### src/rtl/alu_pkg.sv
// Shared definitions for the ALU execution controller: opcodes, flag bit
// positions, FSM encoding and the opcode-to-flag-class helper.
package alu_pkg;

    localparam logic [3:0] OP_NOT  = 4'b0000;
    localparam logic [3:0] OP_AND  = 4'b0001;
    localparam logic [3:0] OP_OR   = 4'b0010;
    localparam logic [3:0] OP_XOR  = 4'b0011;
    localparam logic [3:0] OP_DEC  = 4'b0100;
    localparam logic [3:0] OP_ADD  = 4'b0101;
    localparam logic [3:0] OP_SUB  = 4'b0110;
    localparam logic [3:0] OP_INC  = 4'b0111;
    localparam logic [3:0] OP_MOV  = 4'b1000;
    localparam logic [3:0] OP_RLCY = 4'b1001;
    localparam logic [3:0] OP_TEST = 4'b1010;
    localparam logic [3:0] OP_RRCY = 4'b1011;
    localparam logic [3:0] OP_SL   = 4'b1100;
    localparam logic [3:0] OP_SR   = 4'b1101;
    localparam logic [3:0] OP_RL   = 4'b1110;
    localparam logic [3:0] OP_RR   = 4'b1111;

    localparam int FLG_C = 3;
    localparam int FLG_V = 2;
    localparam int FLG_Z = 1;
    localparam int FLG_N = 0;

    typedef enum logic [1:0] {
        ST_IDLE     = 2'd0,
        ST_LEER     = 2'd1,
        ST_EJECUTAR = 2'd2,
        ST_ESCRIBIR = 2'd3
    } state_t;

    // How an opcode touches C and V (Z and N always follow the result).
    typedef enum logic [1:0] {
        CLS_LOGIC = 2'd0,   // C, V kept; carry input ignored
        CLS_ADD   = 2'd1,   // C = carry, V from addition rule
        CLS_SUB   = 2'd2,   // C = borrow, V from subtraction rule
        CLS_SHIFT = 2'd3    // C = shifted-out bit, V kept
    } op_cls_t;

    function automatic op_cls_t op_class(input logic [3:0] op);
        case (op)
            OP_ADD, OP_INC:                                    return CLS_ADD;
            OP_SUB, OP_DEC, OP_TEST:                           return CLS_SUB;
            OP_SL, OP_SR, OP_RL, OP_RR, OP_RLCY, OP_RRCY:      return CLS_SHIFT;
            OP_NOT, OP_AND, OP_OR, OP_XOR, OP_MOV:             return CLS_LOGIC;
            default:                                           return CLS_LOGIC;
        endcase
    endfunction

endpackage

### src/rtl/alu_exec_ctrl_if.sv
// Instruction handshake plus the operand/result bus to the external ALU.
// master = instruction source / ALU side, slave = controller.
interface alu_exec_ctrl_if #(parameter int DATA_W = 16);
    logic [15:0]       instr;
    logic              instr_valid;
    logic              instr_ready;
    logic              done;
    logic [3:0]        alu_selector;
    logic [DATA_W-1:0] alu_a;
    logic [DATA_W-1:0] alu_b;
    logic [DATA_W-1:0] alu_salida;
    logic              alu_acarreo;

    modport master (
        output instr, instr_valid, alu_salida, alu_acarreo,
        input  instr_ready, done, alu_selector, alu_a, alu_b
    );

    modport slave (
        input  instr, instr_valid, alu_salida, alu_acarreo,
        output instr_ready, done, alu_selector, alu_a, alu_b
    );
endinterface

### src/rtl/banco_registros.sv
// NREG x DATA_W register bank: one synchronous write port, three
// combinational read ports (two operands plus debug).
module banco_registros #(
    parameter int DATA_W = 16,
    parameter int NREG   = 8
) (
    input  logic                    clk,
    input  logic                    rst_n,
    input  logic                    we,
    input  logic [$clog2(NREG)-1:0] waddr,
    input  logic [DATA_W-1:0]       wdata,
    input  logic [$clog2(NREG)-1:0] ra_addr,
    output logic [DATA_W-1:0]       ra_data,
    input  logic [$clog2(NREG)-1:0] rb_addr,
    output logic [DATA_W-1:0]       rb_data,
    input  logic [$clog2(NREG)-1:0] dbg_addr,
    output logic [DATA_W-1:0]       dbg_data
);

    logic [NREG-1:0][DATA_W-1:0] mem;

    // Write port; every entry (R0 included) is an ordinary register.
    always_ff @(posedge clk or negedge rst_n) begin
        if (!rst_n)  mem        <= '0;
        else if (we) mem[waddr] <= wdata;
    end

    assign ra_data  = mem[ra_addr];
    assign rb_data  = mem[rb_addr];
    assign dbg_data = mem[dbg_addr];

endmodule

### src/rtl/alu_exec_ctrl.sv
// Sequencer around an external 16-bit ALU: reads operands from the bank,
// presents them registered to the ALU, captures the result (or computes
// the carry rotates locally), then writes back and updates {C,V,Z,N}.
module alu_exec_ctrl
    import alu_pkg::*;
#(
    parameter int DATA_W = 16,
    parameter int NREG   = 8
) (
    input  logic                    clk,
    input  logic                    rst_n,
    alu_exec_ctrl_if.slave          bus,
    output logic [3:0]              flags,
    input  logic [$clog2(NREG)-1:0] dbg_sel,
    output logic [DATA_W-1:0]       dbg_data
);

    localparam int AW  = $clog2(NREG);
    localparam int MSB = DATA_W - 1;

    state_t            state, state_nx;
    logic [3:0]        op_q;
    logic [AW-1:0]     rd_q, ra_q, rb_q;
    logic [DATA_W-1:0] ra_data, rb_data;
    logic [DATA_W-1:0] res;
    logic              cy;
    logic              we;
    logic              b_msb;
    logic [3:0]        flags_nx;
    logic              unused_instr_lsb;

    assign unused_instr_lsb = ^bus.instr[2:0];

    banco_registros #(.DATA_W(DATA_W), .NREG(NREG)) u_banco (
        .clk      (clk),
        .rst_n    (rst_n),
        .we       (we),
        .waddr    (rd_q),
        .wdata    (res),
        .ra_addr  (ra_q),
        .ra_data  (ra_data),
        .rb_addr  (rb_q),
        .rb_data  (rb_data),
        .dbg_addr (dbg_sel),
        .dbg_data (dbg_data)
    );

    // State register; reset drops any instruction in flight.
    always_ff @(posedge clk or negedge rst_n) begin
        if (!rst_n) state <= ST_IDLE;
        else        state <= state_nx;
    end

    // Next state, handshake, done pulse and bank write enable.
    always_comb begin
        state_nx        = state;
        bus.instr_ready = 1'b0;
        bus.done        = 1'b0;
        we              = 1'b0;
        case (state)
            ST_IDLE: begin
                bus.instr_ready = 1'b1;
                if (bus.instr_valid) state_nx = ST_LEER;
            end
            ST_LEER:     state_nx = ST_EJECUTAR;
            ST_EJECUTAR: state_nx = ST_ESCRIBIR;
            ST_ESCRIBIR: begin
                bus.done = 1'b1;
                we       = (op_q != OP_TEST);
                state_nx = ST_IDLE;
            end
            default:     state_nx = ST_IDLE;
        endcase
    end

    // Latch the decoded instruction fields on the transfer.
    always_ff @(posedge clk or negedge rst_n) begin
        if (!rst_n) begin
            op_q <= '0;
            rd_q <= '0;
            ra_q <= '0;
            rb_q <= '0;
        end else if (state == ST_IDLE && bus.instr_valid) begin
            op_q <= bus.instr[15:12];
            rd_q <= bus.instr[11:9];
            ra_q <= bus.instr[8:6];
            rb_q <= bus.instr[5:3];
        end
    end

    // Present operands and opcode to the ALU; they stay stable until the
    // next instruction, so they double as the latched a/b for V.
    always_ff @(posedge clk or negedge rst_n) begin
        if (!rst_n) begin
            bus.alu_selector <= '0;
            bus.alu_a        <= '0;
            bus.alu_b        <= '0;
        end else if (state == ST_LEER) begin
            bus.alu_selector <= op_q;
            bus.alu_a        <= ra_data;
            bus.alu_b        <= rb_data;
        end
    end

    // Capture result and carry. Carry rotates bypass the ALU; logic/MOV
    // never look at alu_acarreo since it may float for those opcodes.
    always_ff @(posedge clk or negedge rst_n) begin
        if (!rst_n) begin
            res <= '0;
            cy  <= 1'b0;
        end else if (state == ST_EJECUTAR) begin
            case (op_q)
                OP_RLCY: begin
                    res <= {bus.alu_a[MSB-1:0], flags[FLG_C]};
                    cy  <= bus.alu_a[MSB];
                end
                OP_RRCY: begin
                    res <= {flags[FLG_C], bus.alu_a[MSB:1]};
                    cy  <= bus.alu_a[0];
                end
                default: begin
                    res <= bus.alu_salida;
                    if (op_class(op_q) != CLS_LOGIC) cy <= bus.alu_acarreo;
                end
            endcase
        end
    end

    // Next flag value; INC/DEC use an implied b of 1, whose sign bit is 0.
    always_comb begin
        b_msb           = (op_q == OP_INC || op_q == OP_DEC) ? 1'b0 : bus.alu_b[MSB];
        flags_nx        = flags;
        flags_nx[FLG_Z] = (res == '0);
        flags_nx[FLG_N] = res[MSB];
        case (op_class(op_q))
            CLS_ADD: begin
                flags_nx[FLG_C] = cy;
                flags_nx[FLG_V] = (bus.alu_a[MSB] == b_msb) && (res[MSB] != bus.alu_a[MSB]);
            end
            CLS_SUB: begin
                flags_nx[FLG_C] = cy;
                flags_nx[FLG_V] = (bus.alu_a[MSB] != b_msb) && (res[MSB] != bus.alu_a[MSB]);
            end
            CLS_SHIFT: flags_nx[FLG_C] = cy;
            default:   ;
        endcase
    end

    // Status register commits together with the writeback.
    always_ff @(posedge clk or negedge rst_n) begin
        if (!rst_n)                     flags <= '0;
        else if (state == ST_ESCRIBIR)  flags <= flags_nx;
    end

endmodule

### src/flat_wrapper.sv
// flat-port wrapper written by rule: the top's interface ports become plain ports
module alu_exec_ctrl_flat import alu_pkg::*;
#(
    parameter int DATA_W = 16,
    parameter int NREG   = 8
)
  (clk, rst_n, flags, dbg_sel, dbg_data, bus_instr, bus_instr_valid, bus_alu_salida, bus_alu_acarreo, bus_instr_ready, bus_done, bus_alu_selector, bus_alu_a, bus_alu_b);
  alu_exec_ctrl_if #(.DATA_W(DATA_W)) bus_i ();
  input  logic clk;
  input  logic rst_n;
  output logic [3:0] flags;
  input  logic [$clog2(NREG)-1:0] dbg_sel;
  output logic [DATA_W-1:0] dbg_data;
  input wire logic [$bits(bus_i.instr)-1:0] bus_instr;
  input wire logic [$bits(bus_i.instr_valid)-1:0] bus_instr_valid;
  input wire logic [$bits(bus_i.alu_salida)-1:0] bus_alu_salida;
  input wire logic [$bits(bus_i.alu_acarreo)-1:0] bus_alu_acarreo;
  output wire logic [$bits(bus_i.instr_ready)-1:0] bus_instr_ready;
  output wire logic [$bits(bus_i.done)-1:0] bus_done;
  output wire logic [$bits(bus_i.alu_selector)-1:0] bus_alu_selector;
  output wire logic [$bits(bus_i.alu_a)-1:0] bus_alu_a;
  output wire logic [$bits(bus_i.alu_b)-1:0] bus_alu_b;
  assign bus_i.instr = bus_instr;
  assign bus_i.instr_valid = bus_instr_valid;
  assign bus_i.alu_salida = bus_alu_salida;
  assign bus_i.alu_acarreo = bus_alu_acarreo;
  assign bus_instr_ready = bus_i.instr_ready;
  assign bus_done = bus_i.done;
  assign bus_alu_selector = bus_i.alu_selector;
  assign bus_alu_a = bus_i.alu_a;
  assign bus_alu_b = bus_i.alu_b;
  alu_exec_ctrl #(.DATA_W(DATA_W), .NREG(NREG)) u_core (.clk(clk), .rst_n(rst_n), .bus(bus_i), .flags(flags), .dbg_sel(dbg_sel), .dbg_data(dbg_data));
endmodule
### config.mk
export PLATFORM = sky130hd
export DESIGN_NAME = alu_exec_ctrl_flat
export DESIGN_NICKNAME = d
export VERILOG_FILES = /design/src/rtl/alu_pkg.sv /design/src/rtl/alu_exec_ctrl_if.sv /design/src/rtl/banco_registros.sv /design/src/rtl/alu_exec_ctrl.sv /design/src/flat_wrapper.sv
export SDC_FILE = /design/constraint.sdc
export NUM_CORES = 1
export LEC_CHECK = 0
export CAP_MARGIN = 20
export CORE_ASPECT_RATIO = 0.6
export CORE_UTILIZATION = 35
export DETAILED_ROUTE_END_ITERATION = 10
export GPL_TIMING_DRIVEN = 0
export MAX_ROUTING_LAYER = met4
export SLEW_MARGIN = 15
export SYNTH_ARGS = -nofsm -noshare
export SYNTH_HDL_FRONTEND = slang
export SYNTH_SLANG_ARGS = --single-unit
### constraint.sdc
create_clock -name clk -period 2.4 [get_ports clk]
set_input_delay 0.36 -clock clk [delete_from_list [all_inputs] [get_ports clk]]
set_output_delay 0.36 -clock clk [all_outputs]
set_load 0.01 [all_outputs]
-- Word-level counts from Yosys, hierarchy flattened
Memory sizes are Yosys's and may differ from the RTL's.
Index checks and enable logic that the tools add are counted.
- output and inout port bits: 58
- flip-flop bits (word level): 200
- memories kept: 2
- input port bits: 39
- ROM bits: 64
- memories (name ; words ; width ; read ports ; clocked after Yosys merged registers in ; write ports ; line ; RTL):
    (name not given) ; 16 ; 2 ; 1 ; 0 ; 0 ; alu_pkg.sv:43 ; case (op)
    (name not given) ; 16 ; 2 ; 1 ; 0 ; 0 ; alu_pkg.sv:43 ;
- reductions and logical operators: 15
- equal/unequal tests: 15
- multiplexer cells: 21
- magnitude comparators: 5
- operators with widths (operator ; number):
    16-bit binary-select mux with 3-bit select ; 3
    128-bit bitwise mux ; 1
    16-bit two-way mux ; 4
    16-bit demux with 3-bit select ; 1
    16-bit case mux with 2 select lines ; 1
    16-bit zero test ; 1
    3-bit by 4-bit less-than comparator with 1-bit output, second input constant ; 4
    2-bit == test, second input constant ; 4
    4-bit by 3-bit == test with 1-bit output, second input constant ; 2
    4-bit == test, second input constant ; 2
    2-bit case mux with 4 select lines ; 1
    2-bit two-way mux ; 3
    2-bit AND reduction ; 3
    1-bit two-way mux ; 5
    2-bit by 1-bit == test with 1-bit output, second input constant ; 2
    1-bit logical AND ; 4
    4-bit != test, second input constant ; 1
    1-bit case mux with 2 select lines ; 2
    2-bit nonzero test ; 2
    3-bit by 1-bit >= comparator with 1-bit output, second input constant ; 1
    3-bit nonzero test ; 1
    3-bit OR reduction ; 1
    2-bit zero test ; 1
    1-bit != test ; 2
    4 further kinds ; 4

-- Logic depth before layout (Yosys ltp)
- depth in word-level cells: 7
- mapped depth: 9

-- Modules after synthesis
From an unflattened synthesis, not the netlist that was laid out.
- cells, all modules: 724
- area, all modules: 11347.1 um2
- by module, submodules not included (module ; cells each ; times used ; area an instance (um2) ; sequential area each (um2)):
    banco_registros ; 450 ; 1 ; 8066.5 ; 3203.1
    alu_exec_ctrl ; 274 ; 1 ; 3280.6 ; 1801.7

-- Worst setup path before layout
Ideal clock, no wire load.
- path kind: input to output
- start: input port dbg_sel[0]
- end: output port dbg_data[0]
- arrival: 1690 ps
- setup slack: 350 ps
- stages on the path: 4
- cells stage by stage: clkbuf_1 buf_2 mux4_2 mux2_2
- cells in the longest elaborated chain, start to end: 2
- ends and longest elaborated chain (what ; line ; RTL):
    start, declared ; flat_wrapper.sv:12 ; input logic [$clog2(NREG)-1:0] dbg_sel;
    16-bit binary-select mux with 3-bit select ; banco_registros.sv:30 ; assign dbg_data = mem[dbg_addr];
    16-bit two-way mux (not written as such) ; banco_registros.sv:30 ;
    end, declared ; flat_wrapper.sv:13 ; output logic [DATA_W-1:0] dbg_data;
No other way between the ends. The select of a mux whose other input is x is not followed.

-- Worst setup path in the final report
- start: register u_core.u_banco.mem[114] in the netlist's numbering
- end: output port dbg_data[2]
- cells in the longest elaborated chain, start to end: 2
- ends and longest elaborated chain (what ; line ; RTL):
    start, declared ; banco_registros.sv:20 ; logic [NREG-1:0][DATA_W-1:0] mem;
    start signal, assigned by index ; banco_registros.sv:25 ; else if (we) mem[waddr] <= wdata;
    16-bit binary-select mux with 3-bit select ; banco_registros.sv:30 ;
    16-bit two-way mux (not written as such) ; banco_registros.sv:30 ;
No other way between the ends. The select of a mux whose other input is x is not followed.

==> out/metrics.cfg <==
[power]
ir_worst_vdd_v = 0.000673
leakage_nw = 5.27
power.density_mw_per_mm2 = 1520

[global_routing]
grt_max_degree = 91
grt_pass1_vias = 7150
antenna_found_initial = 0
grt.total_usage_pct = 21.4
grt_pass1_wl_mm = 48.2
grt_overflow = 0

[setup_path]
cp-start-kind = flip-flop
path_delay_family = multiplexers
worstPathArrival_ps = 2010
crit_chain = mux4_2 > mux2_2 > dlygate4sd2_1
cp_slowest_cell = mux4_2
end_kind = output port
path_class = reg2out
path_max_fanout = 4
cpPeakStageDelay_ps = 530
cp.required_ps = 2040
critPathBufInv = 1

[floorplanning]
die-area_sq_mm = 0.0319
die_h_um = 139
die_w_um = 230
num_rows = 49
coreArea_sq_mm = 0.0303
start_util_pct = 36.0
io_pins = 97

[finish]
layout-drive-gt1-share_pct = 35.2
fin_cells = 1300
fin_nets = 925
syn2layout_area_growth_pct = 19.9
final_area_sq_mm = 0.0131
final_core_util_pct = 43.2

[clock_tree]
clock_latency_ps = 440
cts_buffers = 17
cts_tree = yes
htreeDepth = 4
cts_root_buf = clkbuf_16
path_clk_slew_ps = 70
numClockSinks = 200
clockBufferDepth = 2

[logic_synthesis]
ys_warn_count = 0
synth-edff-count = 0
syn_inst = 761
syn_avg_cell_area_sq_um = 14.3
synthXorXnorAreaFrac_pct = 0.0803
ys.flop_type = dfrtp_1
synth_nets = 805
synth_cell_type_count = 40
synth_top_family_by_area = multiplexers
ys_seq_area_share_pct = 45.9
async_reset_ff_share_pct = 100
synth-adder-area-share_pct = 0.574
synth_compound_area_share_pct = 4.51
muxShareOfSynthArea_pct = 40.2
synthSimpleGateAreaFrac_pct = 5.20
ys_ff_latch = 200
mappedNetlistArea_sq_mm = 0.0109

[sta]
rsz0062_at_grt = no
max_slew.worst_pin.slew_ps = 908
setup_viol = 0
maxSlewViolCount = 0
fin_crit_ps = 2370
finalHoldViolCount = 0
min_period_over_period_pct = 98.9
slew_headroom_pct = 39.5
max_freq_mhz = 421
worst_clock_skew_ps = 11.3

[drt]
wl_per_cell_um = 24.6
dr.pass1.iters = 5
drcViolationCount = 0
wl_mm = 32.0
dr.first_iter.drc_count = 681
ant_nets = 0
dr_total_vias = 7298
via_per_inst = 5.61

[placement]
io_buffer_count = 91
placed_area_sq_mm = 0.0124
dp_hpwl_mm = 22.6
place.gp.congestion = 0.842
dp_cells = 1262

[run]
drv_cap = 0

[hold_path]
hold_class = in2async

[status]
run_status = finished clean

where the power goes:
group	leakage [nW]	internal (W)	total (W)	switching, W
Sequential	2.37	0.00510	0.00658	0.00147
Combinational	2.63	0.00540	0.0105	0.00506
Clock	0.272	0.00155	0.00279	0.00124
Total	5.27	0.0121	0.0198	0.00778
cells by family after synthesis:
family | Yosys count
adders and majority gates | 5
AOI/OAI and AO/OA | 78
buffers and inverters | 83
muxes | 294
xor gates and xnor gates | 1
and+or+nand+nor | 100
DFF | 200
cells in the mapped netlist (5+ instances only):
library cell | number | share of area, %
dfrtp_1 | 200 | 46
mux2_2 | 118 | 12
mux4_2 | 96 | 20
a21oi_1 | 52 | 2.4
nor2_1 | 50 | 1.7
clkbuf_1 | 35 | 1.2
mux2_1 | 35 | 3.6
mux2i_1 | 35 | 3.2
buf_2 | 20 | 0.92
a221oi_1 | 16 | 1.3
nor3b_1 | 16 | 1.1
buf_1 | 11 | 0.38
mux2_4 | 10 | 1.4
inv_1 | 6 | 0.21
nand2_1 | 6 | 0.21
nor2b_1 | 6 | 0.34
buf_4 | 5 | 0.34
ha_1 | 5 | 0.57
cells in the final DEF, fill, tap and decap left out, types with 6 or more instances in the layout:
master / n
dfrtp_1: 200
mux2_2: 115
mux4_2: 96
clkdlybuf4s50_1: 73
a21oi_1: 52
nor2_1: 50
mux2_1: 35
mux2i_1: 34
clkbuf_1: 30
buf_2: 17
clkbuf_16: 17
nor3b_1: 16
a221oi_1: 16
dlygate4sd2_1: 15
mux2_4: 13
buf_4: 12
buf_1: 11
clkbuf_8: 8
clkbuf_2: 8
inv_1: 6
nand2_1: 6
nor2b_1: 6
path summary, 6_finish.rpt:
path                                                     endpoint  slack [ps]                                   start  depth (start not counted)
setup / recovery                                      dbg_data[2]          30     u_core.u_banco.mem[114]$_DFFE_PN0P_                          3
hold / removal                              u_core.cy$_DFFE_PN0P_         370                                   rst_n                          2
setup reg to reg                 u_core.bus.alu_b[15]$_DFFE_PN0N_         170              u_core.rb_q[1]$_DFFE_PN0P_                          5
hold reg to reg            u_core.bus.alu_selector[2]$_DFFE_PN0N_         510  u_core.bus.alu_selector[2]$_DFFE_PN0N_                          1
max in group asynchronous      u_core.u_banco.mem[87]$_DFFE_PN0P_        1250                                   rst_n                          3
min in group clk           u_core.bus.alu_selector[2]$_DFFE_PN0N_         510  u_core.bus.alu_selector[2]$_DFFE_PN0N_                          1
what timing repair did:
| item | 4_1_cts | 5_1_grt |
|---|---|---|
| resized for setup | 42 | 10 |
| setup endpoints to repair | 48 | 18 |
| pin swaps | 2 | 1 |
| endpoints found under the hold margin | 30 | 0 |
| hold buffers | 1 | 0 |
| buffers inserted | 4 | 3 |
sequential cells by signal, summed over array words and instances, names as in the netlist:
register and cells:
u_core.cy 1, u_core.rd_q 3, u_core.flags 4, u_core.bus.alu_a 16
u_core.u_banco.mem 128, u_core.state 2, u_core.rb_q 3, u_core.res 16
u_core.bus.alu_selector 4, u_core.bus.alu_b 16, u_core.ra_q 3, u_core.op_q 4
per-stage QoR:
| step | setup TNS [ps] | total power [W] | hold slack, ps | setup slack [ps] |
|---|---|---|---|---|
| after global placement | -1543890 | 0.0168 | 492 | -7670 |
| after global routing | 0 | 0.0210 | 390 | 2.58 |
| after CTS | 0 | 0.0198 | 370 | 28.1 |
| final | 0 | 0.0198 | 373 | 26.2 |
| after floorplan | 0 | 0.0131 | 64.4 | 350 |
| after detailed placement | -13350 | 0.0170 | 245 | -892 |
routing by layer:
| layer | vias to the layer above | global-route usage (%) | wire (um) |
|---|---|---|---|
| met4 | 0 | 4.08 | 306 |
| li1 | 3136 | - | - |
| met2 | 298 | 28.0 | 13000 |
| met3 | 20 | 6.11 | 3010 |
| met5 | - | - | 0 |
| met1 | 3844 | 32.7 | 15700 |
cell type report:
class                   count  area (sq um)
diodes                      1          2.50
clock inverters             3          40.0
clock buffers              26           509
repair buffers            101          1010
flip-flops and latches    200          5000
well taps                 408           510
plain buffers              77           434
fillers                  2808         17200
inverters                   6          22.5
multi-input cells         478          5530
Note: power is estimated with default switching activity, not from simulation.
